===== src/rtl/box_motion.sv =====
// -----------------------------------------------------------------------------
// box_motion
//
// Per-frame motion engine for the bouncing-box screensaver. Watches the video
// timer's frame counter and, once per frame change, moves the box, bounces it
// off the screen edges and cycles its colour. An exact corner hit freezes the
// box for CORNER_HOLD_FRAMES frames while the flash output alternates.
//
// Update event: any clock edge where `frame` differs from the value seen at the
// previous update. There is no handshake; the renderer samples the registered
// outputs whenever it likes, since they only change on update edges (bounce and
// corner are single-cycle pulses on the cycle after the update edge).
//
// Ports:
//   clk        in   pixel clock, only clock
//   rst_n      in   synchronous active-low reset
//   enable     in   low: frame changes are tracked, motion is suppressed (RUN)
//   frame      in   32-bit frame counter from the video timer
//   box_x      out  box left edge
//   box_y      out  box top edge
//   color      out  colour index, 1..7
//   bounce     out  pulse: this update hit at least one edge
//   corner     out  pulse: this update hit an x edge and a y edge together
//   flash      out  alternates each frame while held after a corner hit
//   dbg_state  out  FSM state, 0 = RUN, 1 = HOLD
// -----------------------------------------------------------------------------
module box_motion #(
  parameter int SCREEN_WIDTH       = 640,
  parameter int SCREEN_HEIGHT      = 480,
  parameter int BOX_WIDTH          = 100,
  parameter int BOX_HEIGHT         = 100,
  parameter int INIT_X             = 50,
  parameter int INIT_Y             = 50,
  parameter int X_SPEED            = 2,
  parameter int Y_SPEED            = 1,
  parameter int CORNER_HOLD_FRAMES = 30
) (
  input  logic                              clk,
  input  logic                              rst_n,
  input  logic                              enable,
  input  logic [31:0]                       frame,
  output logic [$clog2(SCREEN_WIDTH)-1:0]   box_x,
  output logic [$clog2(SCREEN_HEIGHT)-1:0]  box_y,
  output logic [2:0]                        color,
  output logic                              bounce,
  output logic                              corner,
  output logic                              flash,
  output logic                              dbg_state
);

  localparam int XW = $clog2(SCREEN_WIDTH);
  localparam int YW = $clog2(SCREEN_HEIGHT);
  localparam int HW = $clog2(CORNER_HOLD_FRAMES + 1);

  // Limits and speeds, one bit wider than the position for the edge compares.
  localparam logic [XW:0]   XMAX_W = (XW+1)'(SCREEN_WIDTH - BOX_WIDTH);
  localparam logic [YW:0]   YMAX_W = (YW+1)'(SCREEN_HEIGHT - BOX_HEIGHT);
  localparam logic [XW:0]   XS_W   = (XW+1)'(X_SPEED);
  localparam logic [YW:0]   YS_W   = (YW+1)'(Y_SPEED);
  localparam logic [XW-1:0] XS_N   = XW'(X_SPEED);
  localparam logic [YW-1:0] YS_N   = YW'(Y_SPEED);
  localparam logic [XW-1:0] XMAX_N = XW'(SCREEN_WIDTH - BOX_WIDTH);
  localparam logic [YW-1:0] YMAX_N = YW'(SCREEN_HEIGHT - BOX_HEIGHT);

  typedef enum logic {
    ST_RUN  = 1'b0,
    ST_HOLD = 1'b1
  } state_e;

  state_e          state_q, state_d;
  logic [XW-1:0]   x_q, x_d;
  logic [YW-1:0]   y_q, y_d;
  logic            dir_x_q, dir_x_d;   // 1 = moving towards larger coordinate
  logic            dir_y_q, dir_y_d;
  logic [2:0]      color_q, color_d;
  logic [HW-1:0]   hold_cnt_q, hold_cnt_d;
  logic            flash_q, flash_d;
  logic            bounce_q, bounce_d;
  logic            corner_q, corner_d;
  logic [31:0]     frame_prev_q, frame_prev_d;

  logic            update;
  logic            hit_x, hit_y;
  logic [XW:0]     x_sum;
  logic [YW:0]     y_sum;

  always_comb begin
    state_d      = state_q;
    x_d          = x_q;
    y_d          = y_q;
    dir_x_d      = dir_x_q;
    dir_y_d      = dir_y_q;
    color_d      = color_q;
    hold_cnt_d   = hold_cnt_q;
    flash_d      = flash_q;
    bounce_d     = 1'b0;
    corner_d     = 1'b0;
    frame_prev_d = frame_prev_q;
    hit_x        = 1'b0;
    hit_y        = 1'b0;

    update = (frame != frame_prev_q);
    x_sum  = {1'b0, x_q} + XS_W;
    y_sum  = {1'b0, y_q} + YS_W;

    if (update) begin
      // Track every frame change, even when frozen or disabled, so a later
      // enable does not replay stale changes.
      frame_prev_d = frame;

      case (state_q)
        ST_RUN: begin
          if (enable) begin
            if (dir_x_q) begin
              if (x_sum >= XMAX_W) begin
                x_d     = XMAX_N;
                dir_x_d = 1'b0;
                hit_x   = 1'b1;
              end else begin
                x_d = x_q + XS_N;
              end
            end else begin
              if ({1'b0, x_q} <= XS_W) begin
                x_d     = '0;
                dir_x_d = 1'b1;
                hit_x   = 1'b1;
              end else begin
                x_d = x_q - XS_N;
              end
            end

            if (dir_y_q) begin
              if (y_sum >= YMAX_W) begin
                y_d     = YMAX_N;
                dir_y_d = 1'b0;
                hit_y   = 1'b1;
              end else begin
                y_d = y_q + YS_N;
              end
            end else begin
              if ({1'b0, y_q} <= YS_W) begin
                y_d     = '0;
                dir_y_d = 1'b1;
                hit_y   = 1'b1;
              end else begin
                y_d = y_q - YS_N;
              end
            end

            // A double hit still advances the colour only once; 0 is skipped.
            if (hit_x || hit_y) begin
              bounce_d = 1'b1;
              color_d  = (color_q == 3'd7) ? 3'd1 : color_q + 3'd1;
            end

            if (hit_x && hit_y) begin
              corner_d   = 1'b1;
              state_d    = ST_HOLD;
              hold_cnt_d = HW'(CORNER_HOLD_FRAMES);
              flash_d    = 1'b1;
            end
          end
        end

        ST_HOLD: begin
          // Position, direction and colour stay frozen; enable is ignored.
          hold_cnt_d = hold_cnt_q - HW'(1);
          if (hold_cnt_q == HW'(1)) begin
            state_d = ST_RUN;
            flash_d = 1'b0;
          end else begin
            flash_d = ~flash_q;
          end
        end

        default: state_d = ST_RUN;
      endcase
    end
  end

  always_ff @(posedge clk) begin
    if (!rst_n) begin
      state_q      <= ST_RUN;
      x_q          <= XW'(INIT_X);
      y_q          <= YW'(INIT_Y);
      dir_x_q      <= 1'b1;
      dir_y_q      <= 1'b1;
      color_q      <= 3'b111;
      hold_cnt_q   <= '0;
      flash_q      <= 1'b0;
      bounce_q     <= 1'b0;
      corner_q     <= 1'b0;
      // All ones so a timer that has already wrapped to 0 still updates.
      frame_prev_q <= 32'hFFFF_FFFF;
    end else begin
      state_q      <= state_d;
      x_q          <= x_d;
      y_q          <= y_d;
      dir_x_q      <= dir_x_d;
      dir_y_q      <= dir_y_d;
      color_q      <= color_d;
      hold_cnt_q   <= hold_cnt_d;
      flash_q      <= flash_d;
      bounce_q     <= bounce_d;
      corner_q     <= corner_d;
      frame_prev_q <= frame_prev_d;
    end
  end

  assign box_x     = x_q;
  assign box_y     = y_q;
  assign color     = color_q;
  assign bounce    = bounce_q;
  assign corner    = corner_q;
  assign flash     = flash_q;
  assign dbg_state = (state_q == ST_HOLD);

endmodule


===== config.mk =====
export PLATFORM = sky130hd
export DESIGN_NAME = box_motion
export DESIGN_NICKNAME = d
export VERILOG_FILES = /design/src/rtl/box_motion.sv
export SDC_FILE = /design/constraint.sdc
export NUM_CORES = 1
export LEC_CHECK = 0
export ABC_CLOCK_PERIOD_IN_PS = 3900
export CORE_MARGIN = 10
export CORE_UTILIZATION = 60
export CTS_BUF_LIST = sky130_fd_sc_hd__clkbuf_4
export CTS_CLUSTER_SIZE = 25
export DETAILED_ROUTE_END_ITERATION = 12
export PLACE_DENSITY = 0.88
export SYNTH_ARGS = -nofsm -noshare
export SYNTH_HDL_FRONTEND = slang
export SYNTH_SLANG_ARGS = --single-unit

===== constraint.sdc =====
create_clock -name clk -period 3.9 [get_ports clk]
set_input_delay 0.78 -clock clk [delete_from_list [all_inputs] [get_ports clk]]
set_output_delay 0.78 -clock clk [all_outputs]
set_load 0.1 [all_outputs]

==> summary.txt <==
Place
  • Dpl cells: 565
  • Placed cell areas: 4420 um^2
  • Port Buffers: 59
  • Placed wire-length estimate: 6910 um
  • Placement Setup Slack: 0.668 ns
  • Gp weighted congestion: a little under 1

Global route
  • All-Layer GR Usage: around a fifth
  • Largest net degree at the start of global routing: 32
  • Vias in the first global route: about 3400
  • Gr ovfl total: 0
  • Met2 Use GR: 32.9%
  • First-pass GRT wire length: 16100 um
  • Met3 usage: 4.67%
  • M1 GR Usage: 22.4%
  • Antenna violations before repair: 0
  • Grt peak-use layer: met2

Critical path
  • Buffers & Inverters on Critical Path: 1
  • Max incr delay on CP: 1.24 ns
  • CP Class: reg -> out
  • Slowest CP cell: clkdlybuf4s50_1
  • Crit-path max FO: 16
  • Required @ worst endpoint: between 3 and 4 ns
  • Top delay family on crit path: buffers and inverters
  • CP endpoint kind: primary output
  • Worst Setup Start Kind: flop
  • Worst-path cell chain: clkdlybuf4s50_1
  • Worst EP arrival: between 2 and 2.5 ns

Die
  • Core area: 6310 um^2
  • Die ar.: 10100 um^2
  • Row count: 29
  • Starting Density: 61.2%
  • Die H: ~100 um
  • Die W: 100 um
  • Io pins: 61

Clocking
  • Root Driver: clkbuf_4
  • Number of buffers created by CTS: 9
  • Clk_lat worst skew: 0.40 ns
  • H-tree depth: 3
  • CTS max path bufs: 2
  • Setup bufs post-CTS: 0
  • Reg clk slew, reported paths: between 0.1 and 0.15 ns
  • Sinks on Clock Net: between 60 and 70
  • CTS tree: built
  • Post-CTS sizing: 0
  • CTS Hold Bufs: 0

Logic synthesis
  • EDFF count, synth: 0
  • Synth warn: 0
  • Seq/Total Area, Yosys: between 30% and 40%
  • Yosys cell types: 73
  • Gate Count Post-Synth: approximately 460
  • Syn_area_per_cell: 8.49 um^2
  • Synth Flop Type: dfxtp_1
  • Synth top area cells: dfxtp_1 33%, xnor2_1 8.4%, nand2b_1 5.8%
  • Synth async-reset ratio: 0%
  • Seq cells post-synth: 64
  • Yosys top cell by area: dfxtp_1
  • Most common cell in the netlist: dfxtp_1
  • Synth top area share: between 30% and 40%
  • Post-Syn Area: about 3900 um^2
  • Most instantiated cells after synthesis: 64 x dfxtp_1, 37 x xnor2_1, 36 x nand2b_1
  • Synthesized Nets: 500

Detailed routing
  • Routed vias/inst: 6.14
  • DR DRC count: 0
  • Number of DRC markers in iteration 0: 214
  • Post-Route WL: 9550 um
  • Via count: 3563
  • Detailed Routing Iterations Pass 1: 5
  • Post-route ant nets: 0
  • DR WL/cell: 16.5 um

Timing
  • Final hold vios: 0
  • Final setup margin: between 0.7 and 0.8 ns
  • Setup-failing EPs final: 0
  • Final critical-path share of the clock period: 79.8%
  • Slew @ Worst Pin: 1.00 ns
  • RSZ-0062 raised after global routing: no
  • TNS Setup: 0 ns
  • Worst relative slew slack: approximately 33%
  • Tmin final: 3.11 ns
  • Fin Clk Skew: about 0.014 ns
  • Count of final max-slew check failures: 0
  • Highest clock rate: 321 MHz

Layout
  • Final instance area: 4540 um^2
  • # nets final: 544
  • Ant diodes: 0
  • Non-filler cells in the finished layout: 580
  • Share of cells above drive strength 1: 8.55%
  • P&R area growth vs syn: 17.6%

Power
  • Static Leak: 0.00166 uW
  • Peak supply drop: about 0.00022 V
  • Pwr Density: 302 nW/um^2

Worst hold path
  • Hold Path Class: reg -> reg

Job
  • Max_cap viols: 0

Status
  • Status: finished, final reports clean
sequential cells by signal, indices dropped and copies added (netlist names):
signal	cells
box_x	9
dbg_state	1
dir_x_q	1
bounce	1
color	3
box_y	9
flash	1
frame_prev_q	32
corner	1
dir_y_q	1
hold_cnt_q	5
report_power, final:
part	switching, uW	leakage [uW]	internal (uW)	total (uW)
clock	240	0.0000715	190	430
combinational	135	0.00106	103	238
sequential	27.8	0.000527	677	705
total	403	0.00166	970	1370
metal layers:
layer | vias to the layer above | share of wire (%)
met1 | 1684 | 42
met5 | - | 0
met4 | 0 | 0.89
met3 | 8 | 6.4
met2 | 147 | 51
li1 | 1724 | -
cell families after synthesis:
logic type / share of synthesized area, %
other: 0.0970
multiplexers: 0.388
AO/OA/AOI/OAI: 24.0
buffers and inverters: 6.09
adder cells (fa/ha/maj): 3.24
flip-flops: 33.1
XOR/XNOR: 9.06
AND/OR/NAND/NOR: 24.0
final timing paths:
kind / start / endpoint / slack, ns / depth (start not counted)
worst max-delay path: box_y[2] / box_y[2] / 0.79 / 1
worst max register to register: box_y[0] / box_y[4] / 0.83 / 8
worst min-delay path: hold_cnt_q[1] / hold_cnt_q[1] / 0.53 / 2
worst min register to register: hold_cnt_q[1] / hold_cnt_q[1] / 0.53 / 2
layout make-up:
type                    count  area, um^2
fillers                   475        1770
flip-flops and latches     64        1280
well taps                  77        96.3
clock buffers               9        67.6
inverters                  15        56.3
repair buffers             65         633
multi-input cells         344        2350
clock inverters             6        61.3
stage by stage:
step / total power (uW) / hold slack (ns) / util, %
floorplan: 882 / 0.496 / -
global placement: 950 / 0.505 / 69.9
detailed placement: 956 / 0.511 / 69.9
CTS: 1380 / 0.527 / 72.0
global route: 1430 / 0.550 / 72.0
finish: 1370 / 0.528 / 72.0
worst reg2reg max path, delay by kind of cell (launching register included):
kind / cells / cell delay (ns)
xor+xnor: 1 / 0.19
fa+ha+maj: 1 / 0.45
compound gates: 4 / 1.05
simple gates: 2 / 0.62
flops: 1 / 0.65
layout by cell type (no fill, tap or decap), drive strengths merged, types with 8 or more instances in the layout:
master,count
a21oi,35
a31oi,10
and3,8
clkbuf,9
clkdlybuf4s50,58
dfxtp,64
ha,10
inv,14
nand2,29
nand2b,36
nand3,10
nand4,17
nor2,31
nor3,11
nor4,8
o21ai,19
xnor2,37
No activity file was read; power rests on OpenSTA's default activity.
